$ cat src/rtl/branch_update_unit.sv
// Purpose : queues resolved EX branches and writes pattern/target info into the BTB/PHT tables.
// Latency : conditional 4 cycles pop->write (read, wait, write); jump/return 2 cycles pop->write.
// Backpr. : ex_ready drops while the resolve queue is full; a push is not taken in a full cycle.
//
// Ports:
//   clk, rstn                       clock, async active-low reset
//   ex_vld/ex_ready/ex_pc/ex_taken/
//   ex_target/ex_type               resolved branch from EX (type 00 is dropped)
//   rd_en/rd_addr/rd_slot           pattern table read request
//   rd_vld/rd_past                  read response, valid one cycle after rd_en
//   wr_en/wr_past_en/wr_addr/
//   wr_slot/wr_info/wr_past         table write (info always, pattern when wr_past_en)
//   busy                            FSM active or queue non-empty
module branch_update_unit #(
  parameter int ADDR_WIDTH = 32,
  parameter int HASH_DEPTH = 5,
  parameter int PARA_WIDTH = 10,
  parameter int FIFO_DEPTH = 4
) (
  input  logic                  clk,
  input  logic                  rstn,
  input  logic                  ex_vld,
  output logic                  ex_ready,
  input  logic [ADDR_WIDTH-1:0] ex_pc,
  input  logic                  ex_taken,
  input  logic [ADDR_WIDTH-1:0] ex_target,
  input  logic [1:0]            ex_type,
  output logic                  rd_en,
  output logic [HASH_DEPTH-1:0] rd_addr,
  output logic                  rd_slot,
  input  logic                  rd_vld,
  input  logic [PARA_WIDTH-1:0] rd_past,
  output logic                  wr_en,
  output logic                  wr_past_en,
  output logic [HASH_DEPTH-1:0] wr_addr,
  output logic                  wr_slot,
  output logic [ADDR_WIDTH-1:0] wr_info,
  output logic [PARA_WIDTH-1:0] wr_past,
  output logic                  busy
);

  localparam int PTR_W = $clog2(FIFO_DEPTH);
  localparam int CNT_W = PTR_W + 1;

  typedef struct packed {
    logic [HASH_DEPTH-1:0] idx;
    logic                  slot;
    logic                  taken;
    logic [ADDR_WIDTH-3:0] tgt;
    logic [1:0]            typ;
  } entry_t;

  typedef enum logic [1:0] {S_IDLE, S_READ, S_WAIT, S_WRITE} state_t;

  entry_t             q_mem [FIFO_DEPTH];
  logic [PTR_W-1:0]   wr_ptr, rd_ptr;
  logic [CNT_W-1:0]   q_cnt;
  logic               push, pop, q_empty;
  entry_t             head, in_entry;
  state_t             state;
  logic               cur_taken;

  // Only the index/slot bits of the PC and the word-aligned target bits are stored.
  logic unused_bits;
  assign unused_bits = ^{ex_pc[ADDR_WIDTH-1:HASH_DEPTH+3], ex_pc[1:0], ex_target[1:0]};

  assign q_empty  = (q_cnt == '0);
  assign ex_ready = (q_cnt != CNT_W'(FIFO_DEPTH));
  // Type 00 carries nothing to learn, so it is silently dropped.
  assign push     = ex_vld && ex_ready && (ex_type != 2'b00);
  assign pop      = (state == S_IDLE) && !q_empty;
  assign head     = q_mem[rd_ptr];
  assign busy     = (state != S_IDLE) || !q_empty;

  assign in_entry.idx   = ex_pc[HASH_DEPTH+2:3];
  assign in_entry.slot  = ex_pc[2];
  assign in_entry.taken = ex_taken;
  assign in_entry.tgt   = ex_target[ADDR_WIDTH-1:2];
  assign in_entry.typ   = ex_type;

  // Saturating update of the counter selected by the stored history; a missing
  // entry is allocated with every counter weakly biased toward the outcome.
  function automatic logic [PARA_WIDTH-1:0] next_past(
    input logic [PARA_WIDTH-1:0] past,
    input logic                  vld,
    input logic                  taken
  );
    logic [PARA_WIDTH-1:0] r;
    logic [1:0]            h;
    logic [1:0]            ctr;
    r   = past;
    h   = past[9:8];
    ctr = past[2*int'(h) +: 2];
    if (!vld) begin
      r = {1'b0, taken, {4{taken ? 2'b10 : 2'b01}}};
    end else begin
      if (taken && ctr != 2'b11)       ctr = ctr + 2'd1;
      else if (!taken && ctr != 2'b00) ctr = ctr - 2'd1;
      r[2*int'(h) +: 2] = ctr;
      r[9:8]            = {h[0], taken};
    end
    return r;
  endfunction

  // Resolve queue pointers and occupancy.
  always_ff @(posedge clk or negedge rstn) begin
    if (!rstn) begin
      wr_ptr <= '0;
      rd_ptr <= '0;
      q_cnt  <= '0;
    end else begin
      if (push) wr_ptr <= wr_ptr + 1'b1;
      if (pop)  rd_ptr <= rd_ptr + 1'b1;
      case ({push, pop})
        2'b10:   q_cnt <= q_cnt + 1'b1;
        2'b01:   q_cnt <= q_cnt - 1'b1;
        default: q_cnt <= q_cnt;
      endcase
    end
  end

  // Queue storage needs no reset: occupancy gates every read.
  always_ff @(posedge clk) begin
    if (push) q_mem[wr_ptr] <= in_entry;
  end

  // Update FSM. The next read can only start after the write cycle, so a
  // following update of the same entry always reads the freshly written value.
  always_ff @(posedge clk or negedge rstn) begin
    if (!rstn) begin
      state      <= S_IDLE;
      rd_en      <= 1'b0;
      rd_addr    <= '0;
      rd_slot    <= 1'b0;
      wr_en      <= 1'b0;
      wr_past_en <= 1'b0;
      wr_addr    <= '0;
      wr_slot    <= 1'b0;
      wr_info    <= '0;
      wr_past    <= '0;
      cur_taken  <= 1'b0;
    end else begin
      rd_en      <= 1'b0;
      wr_en      <= 1'b0;
      wr_past_en <= 1'b0;
      case (state)
        S_IDLE: begin
          if (!q_empty) begin
            rd_addr   <= head.idx;
            rd_slot   <= head.slot;
            wr_addr   <= head.idx;
            wr_slot   <= head.slot;
            wr_info   <= {head.tgt, head.typ};
            cur_taken <= head.taken;
            if (head.typ == 2'b01) begin
              rd_en <= 1'b1;
              state <= S_READ;
            end else begin
              wr_en <= 1'b1;
              state <= S_WRITE;
            end
          end
        end
        S_READ: state <= S_WAIT;
        S_WAIT: begin
          wr_past    <= next_past(rd_past, rd_vld, cur_taken);
          wr_past_en <= 1'b1;
          wr_en      <= 1'b1;
          state      <= S_WRITE;
        end
        S_WRITE: state <= S_IDLE;
        default: state <= S_IDLE;
      endcase
    end
  end

endmodule

$ cat config.mk
export PLATFORM = sky130hd
export DESIGN_NAME = branch_update_unit
export DESIGN_NICKNAME = d
export VERILOG_FILES = /design/src/rtl/branch_update_unit.sv
export SDC_FILE = /design/constraint.sdc
export NUM_CORES = 1
export LEC_CHECK = 0
export BUFFER_PORTS_ARGS = -buffer_cell sky130_fd_sc_hd__buf_4
export CAP_MARGIN = 40
export CORE_ASPECT_RATIO = 1.25
export CORE_MARGIN = 4
export CORE_UTILIZATION = 51
export DETAILED_ROUTE_END_ITERATION = 6
export PLACE_DENSITY = 0.76
export SKIP_LAST_GASP = 1
export SLEW_MARGIN = 30
export SYNTH_ARGS = -nofsm -noshare
export SYNTH_HDL_FRONTEND = slang
export SYNTH_SLANG_ARGS = --single-unit
export TNS_END_PERCENT = 20
$ cat constraint.sdc
create_clock -name clk -period 2.5 [get_ports clk]
set_clock_uncertainty 0.1 [all_clocks]
set_input_delay 0.125 -clock clk [delete_from_list [all_inputs] [get_ports clk]]
set_output_delay 0.125 -clock clk [all_outputs]
set_load 0.02 [all_outputs]
==> impl_metrics.yaml, run 1 <==
clocking:
  clk_pin_slew_ns: 0.06
  root_buffer: "clkbuf_16"
  cts_made_buffers: 21
  cts-htree-levels: 1
  clk_path_buf_depth: 3
  cts.sinks: 217
  cts_tree: "yes"
  clock_latency_ns: 0.49
pwr:
  irDropWorstVdd_v: 0.000723
  power_mw: 13.0
  power.share.clock: 0.238
  cellPowerDensity_mw_per_mm2: 1180
  power.switching_mw: 4.06
  internal-power_mw: 8.91
  switching_share: 0.313
  p_leak_nw: 4.15
  sequentialPowerShare: 0.407
  pwr-share-comb: 0.356
drt:
  vias: 4636
  drtIter0Drc: 270
  via_per_inst: 5.38
  totalWireLength_um: 17200
  wl_per_cell_um: 20.0
  detail_route.first_pass.iterations: 4
  drc_errors: 0
  drtAntennaViolNets: 0
synthesis:
  synth_seq_cells: 217
  synth_edf_count: 156
  ys_warn_count: 0
  avgSynthCellArea_sq_um: 19.2
  syn_inst: 451
  synth_flop_cell: "edfxtp_1"
  async_flop_share: 0.281
  synthesis.area_sq_mm: 0.00865
  yosysUniqueCellTypes: 48
  ys_seq_area_frac: 0.718
  syn_nets: 547
global_routing:
  grt_max_degree: 42
  grt_pass1_wl_um: 27800
  antenna_found_initial: 0
  grt_pass1_vias: 5190
  use_met2: 0.340
  met3_usage: 0.0351
  grtUsageMet1: 0.215
  grt_use_total: 0.183
  overflow: 0
  grt.busiest_layer: "met2"
critical_path:
  crit_path_end_kind: "register"
  critPathLaunchType: "primary input"
  path_class: "primary input to register"
  cp_data_arrival_time_ns: 2.66
  worstPathMaxFanout: 4
  crit_required_ns: 2.79
  r2r_setup_slack_ns: 0.31
final_layout:
  antenna_cells: 0
  nNetsFinal: 723
  synthToLayoutAreaGrowth_pct: 26.8
  drive_gt1_frac: 0.402
  seqCellArea_sq_mm: 0.00621
  utilization: 0.656
  fill_cells: 1156
  multi_input_area_sq_mm: 0.00225
sta:
  finalSetupViolCount: 0
  rsz0062_at_grt: "false"
  worst_pin_slew_ns: 0.611
  hold_violations: 0
  max_freq_mhz: 422
  fin_crit_sh: 0.949
  min_period_ns: 2.37
  slew-limit-headroom: 0.593
  setup_tns_ns: 0
  drv_slew: 0
die:
  die_area_sq_mm: 0.0191
  boundaryPins: 140
  die_y_um: 154
  core_area_sq_mm: 0.0167
  rows: 53
  start_util: 0.518
  die_w_um: 125
worst_hold_path:
  holdCritPathClass: "primary input to async pin"
flow_run:
  drv_cap: 0
placed_design:
  port_buffers: 111
  dp_hpwl_um: 10600
  place_congestion: 0.856
status:
  outcome: "finished, final reports clean"
-- worst max-delay path: stages --
cell           delay [ns]
dlygate4sd3_1        0.55
buf_4                0.14
mux4_2               0.51
inv_1                0.10
ha_2                 0.22
and2b_2              0.17
a2bb2oi_1            0.09
a2111oi_4            0.37
a31oi_4              0.09
o41ai_2              0.30
-- power by group through the flow --
stage                     registers [mW]  clock network [mW]  logic, mW
after floorplan                     5.72                   0       2.63
after global placement              5.28                   0       4.46
after detailed placement            5.34                   0       4.61
after CTS                           5.28                3.16       4.69
after global routing                5.36                3.33       4.99
final                               5.27                3.08       4.61
-- state kept, by name, summed over array words and instances, names as in the netlist --
register    cells
state           2
q_cnt           3
cur_taken       1
wr_addr         5
q_mem         156
rd_ptr          2
wr_past_en      1
wr_ptr          2
wr_past        10
wr_slot         1
wr_info        32
rd_en           1
wr_en           1
-- cell families after synthesis --
| kind of cell | share of synthesized area |
|---|---|
| AO/OA/AOI/OAI | 0.0338 |
| adder cells (fa/ha/maj) | 0.0226 |
| multiplexers | 0.162 |
| buffers and inverters | 0.0250 |
| AND/OR/NAND/NOR | 0.0308 |
| XOR/XNOR | 0.00810 |
| flip-flops | 0.718 |
-- synthesized netlist by cell type (all sizes together) (2+ instances only) --
cell type / number / share of area
edfxtp: 156 / 0.54
dfrtp: 61 / 0.18
mux2: 42 / 0.055
mux4: 40 / 0.10
buf: 18 / 0.015
inv: 16 / 0.0069
nand2: 15 / 0.0065
ha: 14 / 0.020
a21oi: 13 / 0.0075
nor2: 10 / 0.0043
o21ai: 10 / 0.0058
nor2b: 7 / 0.0051
clkbuf: 6 / 0.0027
xnor2: 6 / 0.0061
and2: 5 / 0.0036
a41o: 3 / 0.0035
nand3: 3 / 0.0017
o41ai: 3 / 0.0048
a31oi: 2 / 0.0032
and2b: 2 / 0.0019
and3: 2 / 0.0016
mux2i: 2 / 0.0027
nor3: 2 / 0.0017
xor2: 2 / 0.0020
-- through the flow --
step / hold WS, ns / worst slack (ns) / instance area (sq um) / std cells
final: 0.0265 / 0.128 / 11000 / 862
after floorplan: -0.271 / 0.176 / 8650 / 451
after CTS: 0.0197 / 0.0331 / 10900 / 861
after global routing: 0.0482 / 0.0396 / 11000 / 862
after detailed placement: 0.00112 / -0.0174 / 9760 / 773
after global placement: 0.203 / 0.132 / 9740 / 772
-- path summary, 6_finish.rpt --
path,endpoint,start,depth (start not counted)
worst min-delay path,wr_addr[2],rstn,2
min in group clk,wr_past[1],rd_past[8],4
max in group asynchronous,wr_info[31],rstn,3
worst max register to register,q_cnt[2],state[0],10
worst min register to register,wr_info[8],wr_info[8],1
worst max-delay path,wr_past[5],rd_past[6],10
-- what timing repair did --
action                                  CTS  global route
setup buffers                             0             1
endpoints found under the hold margin   226             0
hold buffers                             50             0
endpoints found under the setup margin    0             3
resized for setup                         0             4
-- layout make-up --
class,count,share of cell area
clock inverter,12,0.0115
multi-input combinational,194,0.205
sequential,217,0.566
clock buffer,26,0.0505
tap,220,0.0251
timing repair buffer,177,0.136
inverter,16,0.00547
-- cell usage in the layout (no fill, tap or decap), types with 2 or more instances in the layout --
cell type	Yosys	routed
edfxtp_1	156	156
buf_4	7	124
dfrtp_1	61	59
dlygate4sd3_1	0	50
mux4_2	40	40
mux2_2	39	39
clkbuf_16	0	21
inv_1	15	15
nand2_1	15	15
a21oi_1	13	13
ha_1	14	13
nor2_1	10	10
o21ai_0	8	7
nor2b_1	7	7
xnor2_1	6	6
clkinv_2	0	5
and2_2	0	4
clkbuf_1	5	4
o21ai_1	2	3
nand3_1	3	3
o41ai_2	2	3
a41o_1	3	3
buf_12	0	3
xor2_1	2	2
mux2_1	2	2
clkinv_4	0	2
bufinv_16	0	2
dfrtp_2	0	2
-- routing by layer --
metal	up-vias	routed length (um)
li1	2097	-
met1	2386	6550
met2	130	9540
met3	23	824
met4	0	293
met5	-	0
Note: power is estimated with default switching activity, not from simulation.
==> run 2: changes to the inputs <==
- ABC_AREA: unset -> 1
==> impl_metrics.yaml, run 2 <==
synthesis:
  synth_seq_cells: 217
  synthesis.area_sq_mm: 0.00884
  ys_seq_area_frac: 0.702
  syn_inst: 730
  post-synth-top-area-cell: "edfxtp_1"
  synth_flop_cell: "edfxtp_1"
  avgSynthCellArea_sq_um: 12.1
  async_flop_share: 0.281
  synth_top_area_share: 0.530
  ys_warn_count: 0
  synth_common_cells: "nor2_1 (195), edfxtp_1 (156), o21ai_0 (64)"
  synth_edf_count: 156
  synth.area.top_cells: "edfxtp_1 (53%), dfrtp_1 (17%), nor2_1 (8.3%), o21ai_0 (3.6%), nand2_1 (2.5%)"
  synth_most_common_cell: "nor2_1"
  syn_nets: 826
  yosysUniqueCellTypes: 37
die:
  rows: 53
  core_area_sq_mm: 0.0169
  boundaryPins: 140
  die_w_um: 126
  die_area_sq_mm: 0.0195
  die_y_um: 155
  start_util: 0.523
drt:
  via_per_inst: 5.16
  wl_per_cell_um: 16.4
  totalWireLength_um: 18500
  drtAntennaViolNets: 0
  detail_route.first_pass.iterations: 5
  drc_errors: 0
  drtIter0Drc: 433
  vias: 5817
placed_design:
  place_congestion: 0.778
  place_inst: 1038
  place_ws_ns: 0.347
  dpl_cell_area_sq_mm: 0.00988
  dp_hpwl_um: 11100
  port_buffers: 111
final_layout:
  layout_commonest_cell: "nor2_1"
  synthToLayoutAreaGrowth_pct: 25.1
  top_regs: "q_mem: 156 flops, wr_info: 32 flops, wr_past: 10 flops"
  fill_cells: 1232
  final_area_sq_mm: 0.0111
  drive_gt1_frac: 0.229
  final_cell_mix: "nor2_1 (191), edfxtp_1 (156), buf_4 (126)"
  seqCellArea_sq_mm: 0.00621
  nNetsFinal: 990
  top_register: "q_mem"
  multi_input_area_sq_mm: 0.00226
  antenna_cells: 0
  stdcell_count: 1128
  largest_register_ff_count: 156
sta:
  hold_violations: 0
  whs_ns: 0.0447
  fin_crit_sh: 0.895
  rsz0062_at_grt: "false"
  max_freq_mhz: 447
  min_period_ns: 2.24
  slew-limit-headroom: 0.642
  worst_slack_ns: 0.263
  worst_pin_slew_ns: 0.537
  drv_slew: 0
  finalSetupViolCount: 0
status:
  outcome: "finished, final reports clean"
critical_path:
  crit_family: "buffers and inverters"
  crit_chain: "dlygate4sd3_1, buf_4, nand2_2, nand3_2, nand2_2, inv_1, ha_1, nor2_2, nor2_1, nand2_4, nand2_4, nand4_1, nand2_1, dlygate4sd3_1, nand2_1, nand2_1"
  crit_required_ns: 2.78
  crit_top_cell: "nand2_1"
  cp_num_cells: 16
  critical_path.max_stage_delay_ns: 0.55
  worstPathMaxFanout: 4
  cp_data_arrival_time_ns: 2.52
  cp_num_buf_inv: 4
  crit_path_end_kind: "register"
  r2r-start: "state[1]"
  cp-startpoint: "rd_past[3]"
  path_class: "primary input to register"
  r2r_setup_slack_ns: 0.35
  critPathLaunchType: "primary input"
  worst_path_max_delay_cell: "dlygate4sd3_1"
  r2r_cells: 10
pwr:
  power_mw: 13.2
  power.share.clock: 0.224
  sequentialPowerShare: 0.398
  switching_share: 0.369
  cellPowerDensity_mw_per_mm2: 1190
  internal-power_mw: 8.33
  pwr-share-comb: 0.377
  p_leak_nw: 4.30
  power.switching_mw: 4.88
  irDropWorstVdd_v: 0.000709
clocking:
  clock_latency_ns: 0.49
  clk_path_buf_depth: 3
  cts_tree: "yes"
  cts_resized: 0
  clk_pin_slew_ns: 0.06
  cts-htree-levels: 1
  root_buffer: "clkbuf_16"
  cts.sinks: 217
  cts_made_buffers: 21
global_routing:
  overflow: 0
  grt_use_total: 0.191
  use_met2: 0.349
  grt_pass1_wl_um: 29900
  grt_pass1_vias: 5924
  antenna_found_initial: 0
  grt.busiest_layer: "met2"
  grt_max_degree: 53
  grtUsageMet1: 0.233
  met3_usage: 0.0295
worst_hold_path:
  hp-start: "rd_past[8]"
  min_path_cells: 6
  holdCritPathClass: "primary input to register"
flow_run:
  drv_cap: 0
==> run 2: power by group through the flow <==
stage / registers, mW / logic [mW] / clock network, mW
floorplan: 5.70 / 2.99 / 0
global route: 5.35 / 5.51 / 3.15
CTS: 5.26 / 5.04 / 3.03
finish: 5.26 / 4.98 / 2.96
global placement: 5.30 / 4.81 / 0
detailed placement: 5.33 / 4.95 / 0
==> run 2: cells by family after synthesis <==
logic type               after synthesis  share of synthesized area
buffers and inverters                 73                     0.0454
XOR/XNOR                               4                    0.00396
adder cells (fa/ha/maj)               15                     0.0221
AND/OR/NAND/NOR                      282                      0.133
flip-flops                           217                      0.702
AO/OA/AOI/OAI                        139                     0.0934
==> run 2: repair_timing <==
action / 4_1_cts / 5_1_grt
setup endpoints to repair: 0 / 0
hold buffers: 53 / 0
setup buffers: 0 / 0
endpoints found under the hold margin: 226 / 0
==> run 2: worst min-delay path, stage by stage <==
cell	delay, ns
buf_4	0.18
nor4_1	0.10
nand2_1	0.07
nand2_1	0.05
nand2_1	0.05
nand2_1	0.04
==> run 2: per-layer routing <==
layer / routed length [um] / up-vias / part of all wire
met4: 426 / 0 / 0.023
met2: 9670 / 183 / 0.52
met3: 1130 / 33 / 0.061
li1: - / 2839 / -
met5: 0 / - / 0
met1: 7290 / 2762 / 0.39
==> run 2: per-stage QoR <==
step	utilization	TNS (ns)
2_1_floorplan	-	-83.97
3_3_place_gp	0.583	0
3_5_place_dp	0.585	0
4_1_cts	0.655	0
5_1_grt	0.655	0
6_report	0.655	0
==> run 2: worst paths after layout <==
path / end
max: wr_past[6]
min: wr_past[1]
max reg2reg: q_cnt[2]
min reg2reg: wr_past[0]
max in group asynchronous: wr_info[21]
min in group asynchronous: rd_ptr[1]
==> run 2: final cells by class <==
| type | instances | share of cell area |
|---|---|---|
| Inverter | 32 | 0.0115 |
| Clock buffer | 29 | 0.0547 |
| Tap cell | 220 | 0.0249 |
| Clock inverter | 8 | 0.00430 |
| Timing Repair Buffer | 182 | 0.139 |
| Multi-Input combinational cell | 440 | 0.204 |
| Sequential cell | 217 | 0.561 |
==> run 3: changes to the inputs <==
- CORE_UTILIZATION: 51 -> 56
- PLACE_DENSITY: 0.76 -> 0.79
- clock period: 2.5 -> 2.2 ns (I/O delays scaled with it)
==> impl_metrics.yaml, run 3 (same netlist as run 2, synthesis figures left out) <==
die:
  core_area_sq_mm: 0.0156
  start_util: 0.568
  die_y_um: 149
  die_w_um: 120
  die_area_sq_mm: 0.0179
  boundaryPins: 140
  rows: 51
clocking:
  cts_tree: "yes"
  clock_latency_ns: 0.50
  root_buffer: "clkbuf_16"
  cts_made_buffers: 21
  cts.sinks: 217
  clk_pin_slew_ns: 0.06
  post_cts_buffers: 0
  clk_path_buf_depth: 3
  cts-htree-levels: 1
final_layout:
  layout_commonest_cell: "nor2_1"
  utilization: 0.721
  top_regs: "q_mem: 156 flops, wr_info: 32 flops, wr_past: 10 flops"
  top_register: "q_mem"
  largest_register_ff_count: 156
  synthToLayoutAreaGrowth_pct: 26.9
  final_cell_mix: "nor2_1 (191), edfxtp_1 (156), buf_4 (125)"
  drive_gt1_frac: 0.234
  nNetsFinal: 991
pwr:
  cellPowerDensity_mw_per_mm2: 1410
  power_mw: 15.8
  irDropWorstVdd_v: 0.00107
  p_leak_nw: 4.36
sta:
  min_period_ns: 2.12
  rsz0062_at_grt: "true"
  hold_violations: 0
  worst_pin_slew_ns: 0.666
  max_freq_mhz: 471
  drv_slew: 0
  fin_crit_sh: 0.966
  slew-limit-headroom: 0.556
  finalSetupViolCount: 0
critical_path:
  critPathLaunchType: "primary input"
  crit_chain: "dlygate4sd3_1, buf_4, nand2_1, nand3_2, nand2_2, inv_1, ha_2, nor2_4, a21oi_1, nand2_1, nand2_2, nand4_1, nand2_1, dlygate4sd3_1, nand2_1, nand2_1"
  path_class: "primary input to register"
  worst_path_max_delay_cell: "dlygate4sd3_1"
  crit_path_end_kind: "register"
  crit_family: "buffers and inverters"
  cp_num_buf_inv: 4
  critical_path.max_stage_delay_ns: 0.57
  crit_top_cell: "nand2_1"
  worstPathMaxFanout: 4
  crit_required_ns: 2.49
  cp_data_arrival_time_ns: 2.41
global_routing:
  grt_max_degree: 79
  overflow: 0
  antenna_found_initial: 1
  grt_pass1_vias: 6292
  grt_pass1_wl_um: 31400
  grt_use_total: 0.221
worst_hold_path:
  holdCritPathClass: "primary input to register"
drt:
  totalWireLength_um: 19700
  detail_route.first_pass.iterations: 5
  via_per_inst: 5.45
  drc_errors: 0
  drtAntennaViolNets: 0
  drtIter0Drc: 526
  vias: 6118
  wl_per_cell_um: 17.5
placed_design:
  dp_hpwl_um: 11500
  port_buffers: 111
  place_congestion: 0.953
status:
  outcome: "finished, final reports clean"
flow_run:
  drv_cap: 0
## run 3: cell count changes in the layout (fill, tap and decap cells not counted), sizes merged
cell	change
diode	+1
bufinv	+5
buf	+1
clkbuf	-2
clkinv	-2
## run 3: final cells by class
type	count	area (sq um)
sequential	217	6210
fill	990	4350
multi-input combinational	440	2280
timing repair buffer	183	1570
clock buffer	27	578
tap	212	265
clock inverter	11	185
inverter	32	128
antenna	1	2.50
## run 3: repair_timing
action	CTS	global route
resized for setup	0	5
hold buffers	53	0
setup endpoints to repair	0	2
hold endpoints to repair	209	0
## run 3: path summary, 6_finish.rpt
| kind | cells past startpoint | slack, ns | end | startpoint |
|---|---|---|---|---|
| max | 16 | 0.08 | wr_past[7] | rd_past[5] |
| min | 4 | 0.04 | wr_ptr[1] | ex_vld |
| max reg2reg | 10 | 0.16 | q_cnt[2] | state[1] |
| min reg2reg | 2 | 0.38 | wr_past[0] | wr_past[0] |
| max in group asynchronous | 3 | 1.29 | wr_info[25] | rstn |
| min in group asynchronous | 2 | 0.09 | rd_en | rstn |
## run 3: where the power goes
| part | internal (mW) | leakage (nW) | switching [mW] |
|---|---|---|---|
| Sequential | 5.47 | 2.12 | 0.500 |
| Clock | 2.45 | 0.374 | 1.46 |
| Combinational | 2.16 | 1.87 | 3.77 |
| Total | 10.1 | 4.36 | 5.72 |
## run 3: metal layers
| layer | wire, um | vias to the layer above | global-route usage |
|---|---|---|---|
| li1 | - | 2845 | - |
| met1 | 7500 | 2984 | 0.260 |
| met2 | 10400 | 237 | 0.404 |
| met3 | 1350 | 52 | 0.0411 |
| met4 | 450 | 0 | 0.0799 |
| met5 | 0 | - | 0 |
## run 3: through the flow
| stage | cell area, sq um | std cells | hold WS, ns | TNS, ns | setup WS (ns) |
|---|---|---|---|---|---|
| 2_1_floorplan | 8850 | 730 | -0.286 | -35.02 | -0.224 |
| 5_1_grt | 11200 | 1123 | 0.0684 | -0.0126 | -0.0126 |
| 3_5_place_dp | 9910 | 1031 | 0.0905 | 0 | 0.129 |
| 6_report | 11200 | 1123 | 0.0440 | 0 | 0.0755 |
| 4_1_cts | 11200 | 1122 | 0.0421 | 0 | 0.0294 |
| 3_3_place_gp | 9910 | 1031 | 0.0751 | 0 | 0.171 |
## run 3: tightest hold or removal path, stage by stage
cell and delay, ns:
buf_4 0.12, o211ai_2 0.08, buf_4 0.21, a21oi_1 0.09
